File: src/rtl/buffer_r.sv
// buffer_r - receive-side data buffer for the UART core.
//
// Captures bytes from the receiver shift logic into a DEPTH-entry circular
// FIFO. The host pops them in arrival order through a registered read port.
// Status outputs report empty, full and receive-ready. A sticky overflow flag
// records any byte that arrived with no free slot.
//
// Optional feature macro: RX_PARITY_ERR_EN
//   When it is defined, each entry also stores the receiver's parity-error bit.
//   That bit is returned on rPERR together with the popped byte.
//   When it is undefined, rPERRIn is ignored and rPERR is tied low.
//
// Ports:
//   rClk      clock, all logic on the rising edge
//   rRst      synchronous active-high reset, overrides all strobes
//   rWR       receiver write strobe (one byte per cycle)
//   rdataIn   received byte, sampled when rWR=1
//   rPERRIn   parity error of rdataIn (RX_PARITY_ERR_EN only)
//   rRD       host read strobe (one pop per cycle)
//   rOVFCLR   clears the sticky overflow flag
//   rdataOut  registered byte from the last accepted read
//   rPERR     registered parity flag of that byte
//   rEMPTY    FIFO holds 0 entries
//   rFULL     FIFO holds DEPTH entries
//   rxrdy     at least one byte available (== !rEMPTY)
//   rOVF      sticky overflow flag
module buffer_r #(
    parameter int BITWIDTH = 8,
    parameter int DEPTH    = 4,
    parameter int AW       = 2
) (
    input  logic                rClk,
    input  logic                rRst,
    input  logic                rWR,
    input  logic [BITWIDTH-1:0] rdataIn,
    input  logic                rPERRIn,
    input  logic                rRD,
    input  logic                rOVFCLR,
    output logic [BITWIDTH-1:0] rdataOut,
    output logic                rPERR,
    output logic                rEMPTY,
    output logic                rFULL,
    output logic                rxrdy,
    output logic                rOVF
);

`ifdef RX_PARITY_ERR_EN
    localparam int MW = BITWIDTH + 1;
`else
    localparam int MW = BITWIDTH;
`endif

    localparam logic [AW:0] CNT_FULL = (AW+1)'(DEPTH);
    localparam logic [AW:0] CNT_ZERO = {(AW+1){1'b0}};

    logic [MW-1:0]       mem_r [DEPTH];
    logic [AW-1:0]       wp_r;
    logic [AW-1:0]       rp_r;
    logic [AW:0]         cnt_r;
    logic [BITWIDTH-1:0] dout_r;
    logic                ovf_r;

    logic                rd_ok_s;
    logic                wr_ok_s;
    logic                drop_s;
    logic [MW-1:0]       wr_word_s;
    logic [MW-1:0]       rd_word_s;

    // When the FIFO is full, a write is still accepted if a read frees a slot in the same cycle.
    assign rd_ok_s   = rRD && (cnt_r != CNT_ZERO);
    assign wr_ok_s   = rWR && ((cnt_r != CNT_FULL) || rd_ok_s);
    assign drop_s    = rWR && !wr_ok_s;
    assign rd_word_s = mem_r[rp_r];

`ifdef RX_PARITY_ERR_EN
    logic perr_r;

    assign wr_word_s = {rPERRIn, rdataIn};
    assign rPERR     = perr_r;

    // Parity flag of the popped byte. It follows the same update rules as rdataOut.
    always_ff @(posedge rClk) begin
        if (rRst) begin
            perr_r <= 1'b0;
        end else if (rd_ok_s) begin
            perr_r <= rd_word_s[BITWIDTH];
        end else begin
            perr_r <= perr_r;
        end
    end
`else
    logic unused_perr_s;

    assign wr_word_s     = rdataIn;
    assign unused_perr_s = rPERRIn;
    assign rPERR         = 1'b0;
`endif

    // Storage array. It has no reset; stale contents are unreachable once the pointers are reset.
    always_ff @(posedge rClk) begin
        if (!rRst && wr_ok_s) begin
            mem_r[wp_r] <= wr_word_s;
        end
    end

    // Pointers, occupancy count, read data and the sticky overflow flag.
    always_ff @(posedge rClk) begin
        if (rRst) begin
            wp_r   <= {AW{1'b0}};
            rp_r   <= {AW{1'b0}};
            cnt_r  <= CNT_ZERO;
            dout_r <= {BITWIDTH{1'b0}};
            ovf_r  <= 1'b0;
        end else begin
            if (wr_ok_s) begin
                wp_r <= wp_r + 1'b1;
            end else begin
                wp_r <= wp_r;
            end

            if (rd_ok_s) begin
                rp_r   <= rp_r + 1'b1;
                dout_r <= rd_word_s[BITWIDTH-1:0];
            end else begin
                rp_r   <= rp_r;
                dout_r <= dout_r;
            end

            case ({wr_ok_s, rd_ok_s})
                2'b10:   cnt_r <= cnt_r + 1'b1;
                2'b01:   cnt_r <= cnt_r - 1'b1;
                default: cnt_r <= cnt_r;
            endcase

            // If a dropped write and a clear arrive in the same cycle, the set wins.
            if (drop_s) begin
                ovf_r <= 1'b1;
            end else if (rOVFCLR) begin
                ovf_r <= 1'b0;
            end else begin
                ovf_r <= ovf_r;
            end
        end
    end

    assign rdataOut = dout_r;
    assign rOVF     = ovf_r;
    assign rEMPTY   = (cnt_r == CNT_ZERO);
    assign rFULL    = (cnt_r == CNT_FULL);
    assign rxrdy    = !rEMPTY;

endmodule

File: config.mk
export PLATFORM = sky130hd
export DESIGN_NAME = buffer_r
export DESIGN_NICKNAME = d
export VERILOG_FILES = /design/src/rtl/buffer_r.sv
export SDC_FILE = /design/constraint.sdc
export NUM_CORES = 1
export LEC_CHECK = 0
export BUFFER_PORTS_ARGS = -buffer_cell sky130_fd_sc_hd__buf_2
export CAP_MARGIN = 15
export CORE_MARGIN = 8
export CORE_UTILIZATION = 50
export DETAILED_ROUTE_END_ITERATION = 8
export PLACE_DENSITY_LB_ADDON = 0.12
export SETUP_SLACK_MARGIN = 0.4
export SYNTH_ARGS = -nofsm -noshare
export SYNTH_HDL_FRONTEND = slang
export SYNTH_SLANG_ARGS = --single-unit
File: constraint.sdc
create_clock -name rClk -period 2.17 [get_ports rClk]
set_input_delay 0.3255 -clock rClk [delete_from_list [all_inputs] [get_ports rClk]]
set_output_delay 0.3255 -clock rClk [all_outputs]
set_load 0.02 [all_outputs]
==> results of run 1 <==
## worst max-delay path, stage by stage, from the launching register on
cell and delay (ps):
dfxtp_2 360, buf_8 140, inv_1 80, fa_2 440
and3b_4 230, a2111oi_4 310, nor3b_2 80
## logic make-up after synthesis
| kind of cell | Yosys count | synth area share |
|---|---|---|
| simple gates | 41 | 0.117 |
| xor+xnor | 3 | 0.0161 |
| other cells | 1 | 0.00179 |
| fa+ha+maj | 5 | 0.0334 |
| flops | 48 | 0.610 |
| buf+inv | 19 | 0.0554 |
| mux | 8 | 0.0858 |
| compound gates | 23 | 0.0804 |
## worst max-delay path by stage
stage,from,endpoint,depth (start not counted),slack (ps)
6_report,cnt_r[0],cnt_r[2],6,420
5_1_grt,cnt_r[0],cnt_r[2],6,320
4_1_cts,cnt_r[1],cnt_r[2],6,380
3_5_place_dp,cnt_r[1],cnt_r[2],6,230
3_3_place_gp,cnt_r[1],cnt_r[2],6,300
2_1_floorplan,cnt_r[0],cnt_r[2],8,310
## metal layers
| layer | up-vias | wire length, um | track usage | part of all wire |
|---|---|---|---|---|
| li1 | 595 | - | - | - |
| met4 | 0 | 51 | 0.0482 | 0.013 |
| met1 | 601 | 1600 | 0.141 | 0.41 |
| met5 | - | 0 | 0 | 0 |
| met3 | 5 | 192 | 0.0464 | 0.049 |
| met2 | 20 | 2070 | 0.230 | 0.53 |
## cells in the mapped netlist (2+ instances only)
| library cell | instances |
|---|---|
| edfxtp_1 | 32 |
| nand2_1 | 17 |
| dfxtp_1 | 16 |
| a21oi_1 | 12 |
| mux4_2 | 8 |
| inv_1 | 6 |
| and2_1 | 4 |
| buf_6 | 4 |
| ha_1 | 4 |
| buf_4 | 3 |
| nor2_1 | 3 |
| o21ai_1 | 3 |
| or3_1 | 3 |
| clkbuf_2 | 2 |
| inv_2 | 2 |
| nand3_1 | 2 |
| nor3b_2 | 2 |
| o2111ai_1 | 2 |
## timing repair
action	CTS	global route
setup endpoints to repair	34	2
pin swaps	1	2
gates resized for setup	6	2
buffers inserted	4	1
## power groups by stage
| stage | Combinational [mW] | Clock [mW] | Sequential (mW) |
|---|---|---|---|
| floorplan | 0.327 | 0 | 1.09 |
| global placement | 0.417 | 0 | 1.08 |
| detailed placement | 0.427 | 0 | 1.08 |
| CTS | 0.453 | 0.629 | 1.06 |
| global route | 0.497 | 0.674 | 1.06 |
| finish | 0.458 | 0.620 | 1.06 |
## metrics by stage
step,util,worst slack [ps],std cells
CTS,0.603,384,230
floorplan,-,308,148
global placement,0.566,304,218
global route,0.607,325,231
detailed placement,0.566,228,218
finish,0.607,418,231
## layout make-up
class	count	area, um^2
Timing Repair Buffer	36	218
Multi-Input combinational cell	81	743
Sequential cell	48	1290
Fill cell	341	1580
Inverter	8	30.0
Clock buffer	5	68.8
Tap cell	50	62.6
Clock inverter	3	37.5
## state kept, by name, indices dropped and copies added (netlist names)
register  flops
rp_r          2
wp_r          2
rOVF          1
rdataOut      8
mem_r        32
cnt_r         3
==> results.toml, run 1 <==
[run_status]
outcome = "completed"

[pwr]
seq_power_share = 0.495
combinationalPowerShare = 0.215
p_switching_mw = 0.563
p_per_area_nw_per_um2 = 872
p_int_mw = 1.57
clkPwrFrac = 0.291
power_mw = 2.13
p_leak_nw = 0.888
ir_worst_vdd_mv = 0.484
switching_share = 0.264

[sta]
finalClockSkew_ps = 7.75
hold-worst-slack_ps = 237
hold_viol = 0
fmax_ghz = 0.571
period_minus_slack_ps = 1750
relSlewSlack = 0.655
rsz0062_at_grt = "yes"
finalSetupTns_ps = 0
slew_viol_final = 0
setup_violations = 0
tightestPinTransition_ps = 517
post-route-period-util = 0.807

[floorplan]
die_h_um = 80.8
die-area_um2 = 6530
io_pins = 27
fp.coreArea_um2 = 4030
initial_core_util = 0.521
rows = 23
die_w_um = 80.8

[critical_path]
ff2ff_setup_slack_ps = 420
setup.worst_path.start_class = "register"
required_ps = 2360
r2r-end = "cnt_r[2]"
crit_fanout = 9
crit_type = "reg2reg"
crit_arrival_ps = 1940
r2r_cells = 6
r2r_start = "cnt_r[0]"
endpoint_kind = "register"

[place]
io_buffers = 24
dp_hpwl_um = 2690
place_congestion = 0.764
postPlaceCellArea_um2 = 2280

[route]
vias = 1221
wl_um = 3920
wire_per_inst_um = 17.0
vias_per_cell = 5.29
drt-pass1-iter-count = 4
detail-route-antenna-nets = 0
drc = 0
drt_iter0_markers = 49

[yosys]
ys_warn_count = 0
syn_avg_cell_area_um2 = 14.2
ys_seq_area_frac = 0.610
synth.area.top_cells = "edfxtp_1 46%, dfxtp_1 15%, mux4_2 8.6%, nand2_1 3.0%, a21oi_1 2.9%"
synth_nets = 167
synthArstFlopShare = 0
synth_area_um2 = 2100
ys_seq_elements = 48
synth_edf_count = 32
synth_cells = 148
yosys.area.top_type_share = 0.457
yosys_most_used_dff = "edfxtp_1"
yosysTopAreaCell = "edfxtp_1"
synth_cell_type_count = 41

[global_routing]
grt_pass1_wl_um = 6310
grt_pass1_vias = 1282
antenna_found_initial = 0
track_usage = 0.131
grt-ovfl-total = 0
grt_max_degree = 18

[finish]
syn_to_final_growth_pct = 16.4
drive_gt1_frac = 0.387
final_cell_mix = "32 x edfxtp_1, 24 x buf_2, 16 x nand2_1, 14 x dfxtp_1, 12 x a21oi_1"
diodes = 0
nNetsFinal = 199
layout_commonest_cell = "edfxtp_1"
final_cell_area_um2 = 2450

[cts]
cts_sinks = 48
clk_latency_ps = 300
clk_path_buf_depth = 2
ctsHoldBuffers = 0
h-tree-depth = 2
root_buffer = "clkbuf_8"
cts_tree = "done"
cts_buffers = 5
path_clk_slew_ps = 90

[job]
drv_cap = 0

[worst_hold_path]
min_from = "rdataIn[0]"
hp-class = "in2reg"
whs_path_depth = 1
hold_end = "mem_r[1][0]"
Note: power is estimated with default switching activity, not from simulation.
==> inputs of run 2 (changes only) <==
- clock period: 2.17 -> 1.53 ns (I/O delays scaled with it)
==> run 2 against run 1 <==
The flow now finishes with violations (negative setup slack). Sequential power rose by 42%. Core utilization up 6.7 points. Routed wire length is 4.4% higher. Setup slack got worse by 590 ps. Die area did not move. Sequential share of layout area fell by 5.3 points. Power up 48%. Clock skew decreased by 3.8 ps. Non-clock buffer count is 16 higher. Flip-flop and latch count unchanged. Largest power group unchanged.
==> results.toml, run 2 (synthesized netlist as in run 1, its figures left out) <==
[finish]
drive_gt1_frac = 0.543
largest-register = "mem_r"
nFillCells = 310
final_cell_mix = "32 x edfxtp_1, 21 x buf_2, 17 x buf_4, 13 x dfxtp_1, 10 x nand2_1"
layout_commonest_cell = "edfxtp_1"
multiInputGateArea_um2 = 820
nNetsFinal = 215
syn_to_final_growth_pct = 29.3
diodes = 0
largest_register_ffs = 32
register_area_um2 = 1280

[global_routing]
grt-ovfl-total = 0
antenna_found_initial = 0
grt-busiest-layer = "met2"
grtUsageMet2 = 0.219
track_usage = 0.131
gr-usage-met3 = 0.0320
grt_pass1_wl_um = 6440
grt_pass1_vias = 1351
grt_max_degree = 18
grt_util_met1 = 0.159

[critical_path]
ff2ff_setup_slack_ps = -170
slowest_delay_ps = 450
endpoint_kind = "register"
r2r_cells = 6
setup.worst_path.start_class = "register"
critPathTopFamily = "compound AO/OA/AOI/OAI gates"
cp_num_buf_inv = 1
crit_arrival_ps = 1910
slowest_stage = "fa_2"
critPathLaunch = "cnt_r[2]"
crit_type = "reg2reg"
required_ps = 1740
crit_end = "cnt_r[1]"
cp.depth = 6
crit_fanout = 2
crit_chain = "o31a_1 > nand2_4 > fa_2 > inv_2 > o2111ai_2 > a221oi_2"
r2r_start = "cnt_r[2]"
r2r-end = "cnt_r[1]"

[cts]
root_buffer = "clkbuf_8"
cts_tree = "done"
cts_sinks = 48
path_clk_slew_ps = 90
cts_buffers = 5
h-tree-depth = 2
clk_latency_ps = 300
clk_path_buf_depth = 2
ctsHoldBuffers = 0

[sta]
fmax_ghz = 0.588
period_minus_slack_ps = 1700
setup_ws_ps = -169
hold_viol = 0
hold-worst-slack_ps = 140
post-route-period-util = 1.11
setup_violations = 4
finalClockSkew_ps = 3.99
slew_viol_final = 0
rsz0062_at_grt = "yes"

[place]
place_congestion = 0.768
dp_hpwl_um = 2760
pre_cts_ws_ps = -224
io_buffers = 24

[pwr]
combinationalPowerShare = 0.290
switching_share = 0.284
p_leak_nw = 1.00
clkPwrFrac = 0.235
power_mw = 3.16
p_switching_mw = 0.899
p_per_area_nw_per_um2 = 1160
ir_worst_vdd_mv = 0.665
seq_power_share = 0.475
p_int_mw = 2.26

[floorplan]
initial_core_util = 0.521
die_h_um = 80.8
fp.coreArea_um2 = 4030
die-area_um2 = 6530
rows = 23
die_w_um = 80.8
io_pins = 27

[route]
detail-route-antenna-nets = 0
vias = 1292
wire_per_inst_um = 16.6
drt-pass1-iter-count = 4
wl_um = 4090
drt_iter0_markers = 81
vias_per_cell = 5.23
drc = 0

[run_status]
outcome = "finished with violations"
violations = "negative setup slack"

[worst_hold_path]
hp-class = "in2reg"

[job]
drv_cap = 0
==> run 2: cell count changes in the layout (fill, tap and decap cells not counted), moves of 4 or more <==
cell and change:
a21oi_1 -7, nand2_1 -6, and2_2 -4, a21oi_2 +7, and2_4 +4, buf_4 +6
buf_6 +9
==> run 2: per-layer routing <==
metal	vias to the layer above	routed length [um]
met5	-	0
met4	0	57
met3	7	159
met2	25	2030
met1	630	1850
li1	630	-
==> run 2: worst min-delay path by stage <==
| stage | startpoint | to | slack [ps] | cells after the start |
|---|---|---|---|---|
| 6_report | rdataIn[7] | mem_r[1][7] | 140 | 1 |
| 3_3_place_gp | rdataOut[0] | rdataOut[0] | 440 | 2 |
| 4_1_cts | rdataIn[7] | mem_r[2][7] | 130 | 1 |
| 2_1_floorplan | rdataIn[0] | mem_r[0][0] | 330 | 0 |
| 5_1_grt | rdataIn[7] | mem_r[1][7] | 130 | 1 |
| 3_5_place_dp | rdataIn[7] | mem_r[1][7] | 450 | 1 |
==> run 2: layout make-up <==
type	instances	area share
flip-flops and latches	48	0.473
multi-input cells	81	0.302
repair buffers	52	0.159
clock buffers	5	0.0253
well taps	50	0.0230
inverters	8	0.0111
clock inverters	3	0.00691
==> run 2: power by group through the flow <==
| stage | Combinational [mW] | Clock [mW] | Sequential [mW] |
|---|---|---|---|
| 2_1_floorplan | 0.476 | 0 | 1.54 |
| 3_3_place_gp | 0.655 | 0 | 1.52 |
| 3_5_place_dp | 0.678 | 0 | 1.52 |
| 4_1_cts | 0.886 | 0.763 | 1.50 |
| 5_1_grt | 0.980 | 0.807 | 1.51 |
| 6_report | 0.916 | 0.743 | 1.50 |
==> run 2: per-stage QoR <==
step                       util  instance area, um^2  setup TNS, ps  std cells
final                     0.674                 2720           -462        247
after global routing      0.674                 2720           -884        247
after detailed placement  0.586                 2360           -375        227
after floorplan               -                 2150           -615        148
after global placement    0.586                 2360           -276        227
after CTS                 0.663                 2670           -491        247
==> run 2: what timing repair did <==
action / in CTS / in global routing
cloned: 1 / 0
setup endpoints to repair: 51 / 51
setup buffers: 11 / 0
gates resized for setup: 28 / 12
pin swaps: 15 / 4
==> inputs of run 3 (changes only) <==
- ABC_AREA: not set -> 1
- PLACE_DENSITY_LB_ADDON: 0.12 -> 0.2
==> run 3 against run 2 <==
Die area shrank 5.2%. Highest routed layer unchanged. Final cell count grew 10%. Clock power grew 18%. Clock skew grew 6.9 ps. The flow now finishes without violations.
==> results.toml, run 3 <==
[pwr]
switching_share = 0.317
combinationalPowerShare = 0.303
p_int_mw = 2.41
p_per_area_nw_per_um2 = 1390
power_mw = 3.53
p_switching_mw = 1.12
clkPwrFrac = 0.248
ir_worst_vdd_mv = 0.781
seq_power_share = 0.449
p_leak_nw = 1.01

[place]
io_buffers = 24
place_congestion = 0.770
dp_hpwl_um = 2710

[sta]
slew_viol_final = 0
hold_viol = 0
fmax_ghz = 0.682
finalClockSkew_ps = 10.9
rsz0062_at_grt = "yes"
period_minus_slack_ps = 1470
finalSetupTns_ps = 0
setup_violations = 0
post-route-period-util = 0.958

[route]
wire_per_inst_um = 15.4
vias = 1418
drt-pass1-iter-count = 4
detail-route-antenna-nets = 0
drc = 0
vias_per_cell = 5.21
drt_iter0_markers = 70
wl_um = 4180

[yosys]
synth_area_um2 = 1960
synthArstFlopShare = 0
synth_nets = 201
yosysTopAreaCell = "edfxtp_1"
ys_warn_count = 0
synth_cells = 182
synth_common_cells = "39 x nor2_1, 32 x edfxtp_1, 27 x o21ai_0"
synth_cell_type_count = 22
ys_seq_elements = 48
ys_seq_area_frac = 0.652
syn_avg_cell_area_um2 = 10.8
yosysMostFrequentCell = "nor2_1"
synth_edf_count = 32
synth.area.top_cells = "edfxtp_1 49%, dfxtp_1 16%, nor2_1 7.5%, o21ai_0 6.9%, inv_1 3.4%"
yosys_most_used_dff = "edfxtp_1"
yosys.area.top_type_share = 0.489

[floorplan]
initial_core_util = 0.529
die_w_um = 78.7
io_pins = 27
fp.coreArea_um2 = 3720
die-area_um2 = 6190
rows = 22
die_h_um = 78.7

[global_routing]
track_usage = 0.135
grt_pass1_wl_um = 6540
grt-ovfl-total = 0
grt_pass1_vias = 1432
grt_max_degree = 18
antenna_found_initial = 0

[critical_path]
crit_type = "reg2reg"
crit_fanout = 3
setup.worst_path.start_class = "register"
endpoint_kind = "register"
required_ps = 1730
crit_arrival_ps = 1670

[finish]
diodes = 0
syn_to_final_growth_pct = 29.6
drive_gt1_frac = 0.379
nNetsFinal = 242
layout_commonest_cell = "nor2_1"
nFillCells = 273
final_cell_mix = "34 x nor2_1, 32 x edfxtp_1, 21 x buf_2"
largest-register = "mem_r"
largest_register_ffs = 32

[cts]
cts_buffers = 5
path_clk_slew_ps = 90
cts_sinks = 48
h-tree-depth = 2
cts_tree = "done"
clk_latency_ps = 300
root_buffer = "clkbuf_8"
ctsHoldBuffers = 0
clk_path_buf_depth = 2

[worst_hold_path]
hp-class = "in2reg"

[job]
drv_cap = 0

[run_status]
outcome = "completed"
## run 3: changes by cell type in the layout (fill, tap and decap cells not counted), moves of 6 or more
| cell | previous run | this run |
|---|---|---|
| buf_6 | 9 | 3 |
| inv_1 | 5 | 12 |
| nor2_4 | 0 | 6 |
| a21oi_2 | 7 | 1 |
| nor2_1 | 3 | 34 |
| o22ai_1 | 0 | 7 |
| o21ai_0 | 0 | 12 |
| o21ai_2 | 0 | 6 |
| mux4_2 | 8 | 0 |
## run 3: per-layer routing
metal | global-route usage | up-vias | wire [um]
met1 | 0.150 | 674 | 1720
met2 | 0.229 | 42 | 2110
met3 | 0.0547 | 5 | 293
met5 | 0 | - | 0
li1 | - | 697 | -
met4 | 0.0463 | 0 | 48
## run 3: cells by family after synthesis
logic type / Yosys count / share of synthesized area
other: 1 / 0.00191
AO/OA/AOI/OAI: 42 / 0.112
flip-flops: 48 / 0.652
AND/OR/NAND/NOR: 61 / 0.134
buffers and inverters: 25 / 0.0637
adder cells (fa/ha/maj): 5 / 0.0357
## run 3: metrics by stage
step | cell area, um^2 | hold slack, ps | worst slack, ps | instances | utilization
final | 2540 | 121 | 64.0 | 272 | 0.685
after global routing | 2540 | 117 | 30.1 | 272 | 0.685
after floorplan | 2020 | 291 | 55.5 | 182 | -
after global placement | 2200 | 431 | 97.7 | 255 | 0.593
after CTS | 2460 | 111 | 68.1 | 271 | 0.663
after detailed placement | 2200 | 436 | 53.8 | 255 | 0.593
## run 3: worst paths after layout
| check | startpoint | end | slack [ps] | cells past startpoint |
|---|---|---|---|---|
| setup reg to reg | cnt_r[2] | cnt_r[2] | 60 | 10 |
| hold reg to reg | rOVF | rOVF | 470 | 2 |
| setup / recovery | cnt_r[2] | cnt_r[2] | 60 | 10 |
| hold / removal | rRst | cnt_r[0] | 120 | 2 |
## run 3: repair_timing
action,CTS,global route
endpoints found under the hold margin,0,0
pin swaps,12,12
resized for setup,26,22
buffers inserted,8,1
endpoints found under the setup margin,50,50
## run 3: cell type report
class | count | area, um^2 | share of cell area
inverter | 19 | 77.6 | 0.0305
tap | 48 | 60.1 | 0.0236
clock buffer | 7 | 108 | 0.0423
timing repair buffer | 40 | 309 | 0.121
clock inverter | 1 | 8.76 | 0.00344
sequential | 48 | 1290 | 0.507
multi-input combinational | 109 | 691 | 0.271
## run 3: critical path, cell delays in order (launching register included)
cell and delay, ps:
dfxtp_2 350, inv_2 60, nand2_4 80, nand2_4 60, inv_4 60, nand2_4 40, fa_2 350, inv_2 80
nand4_4 80, a21oi_2 140, nor2_1 60
## run 3: power groups by stage
| stage | Sequential (mW) | Clock [mW] | Combinational (mW) |
|---|---|---|---|
| floorplan | 1.64 | 0 | 0.532 |
| global placement | 1.58 | 0 | 0.791 |
| detailed placement | 1.59 | 0 | 0.827 |
| CTS | 1.57 | 0.894 | 0.990 |
| global route | 1.60 | 0.943 | 1.15 |
| finish | 1.59 | 0.875 | 1.07 |
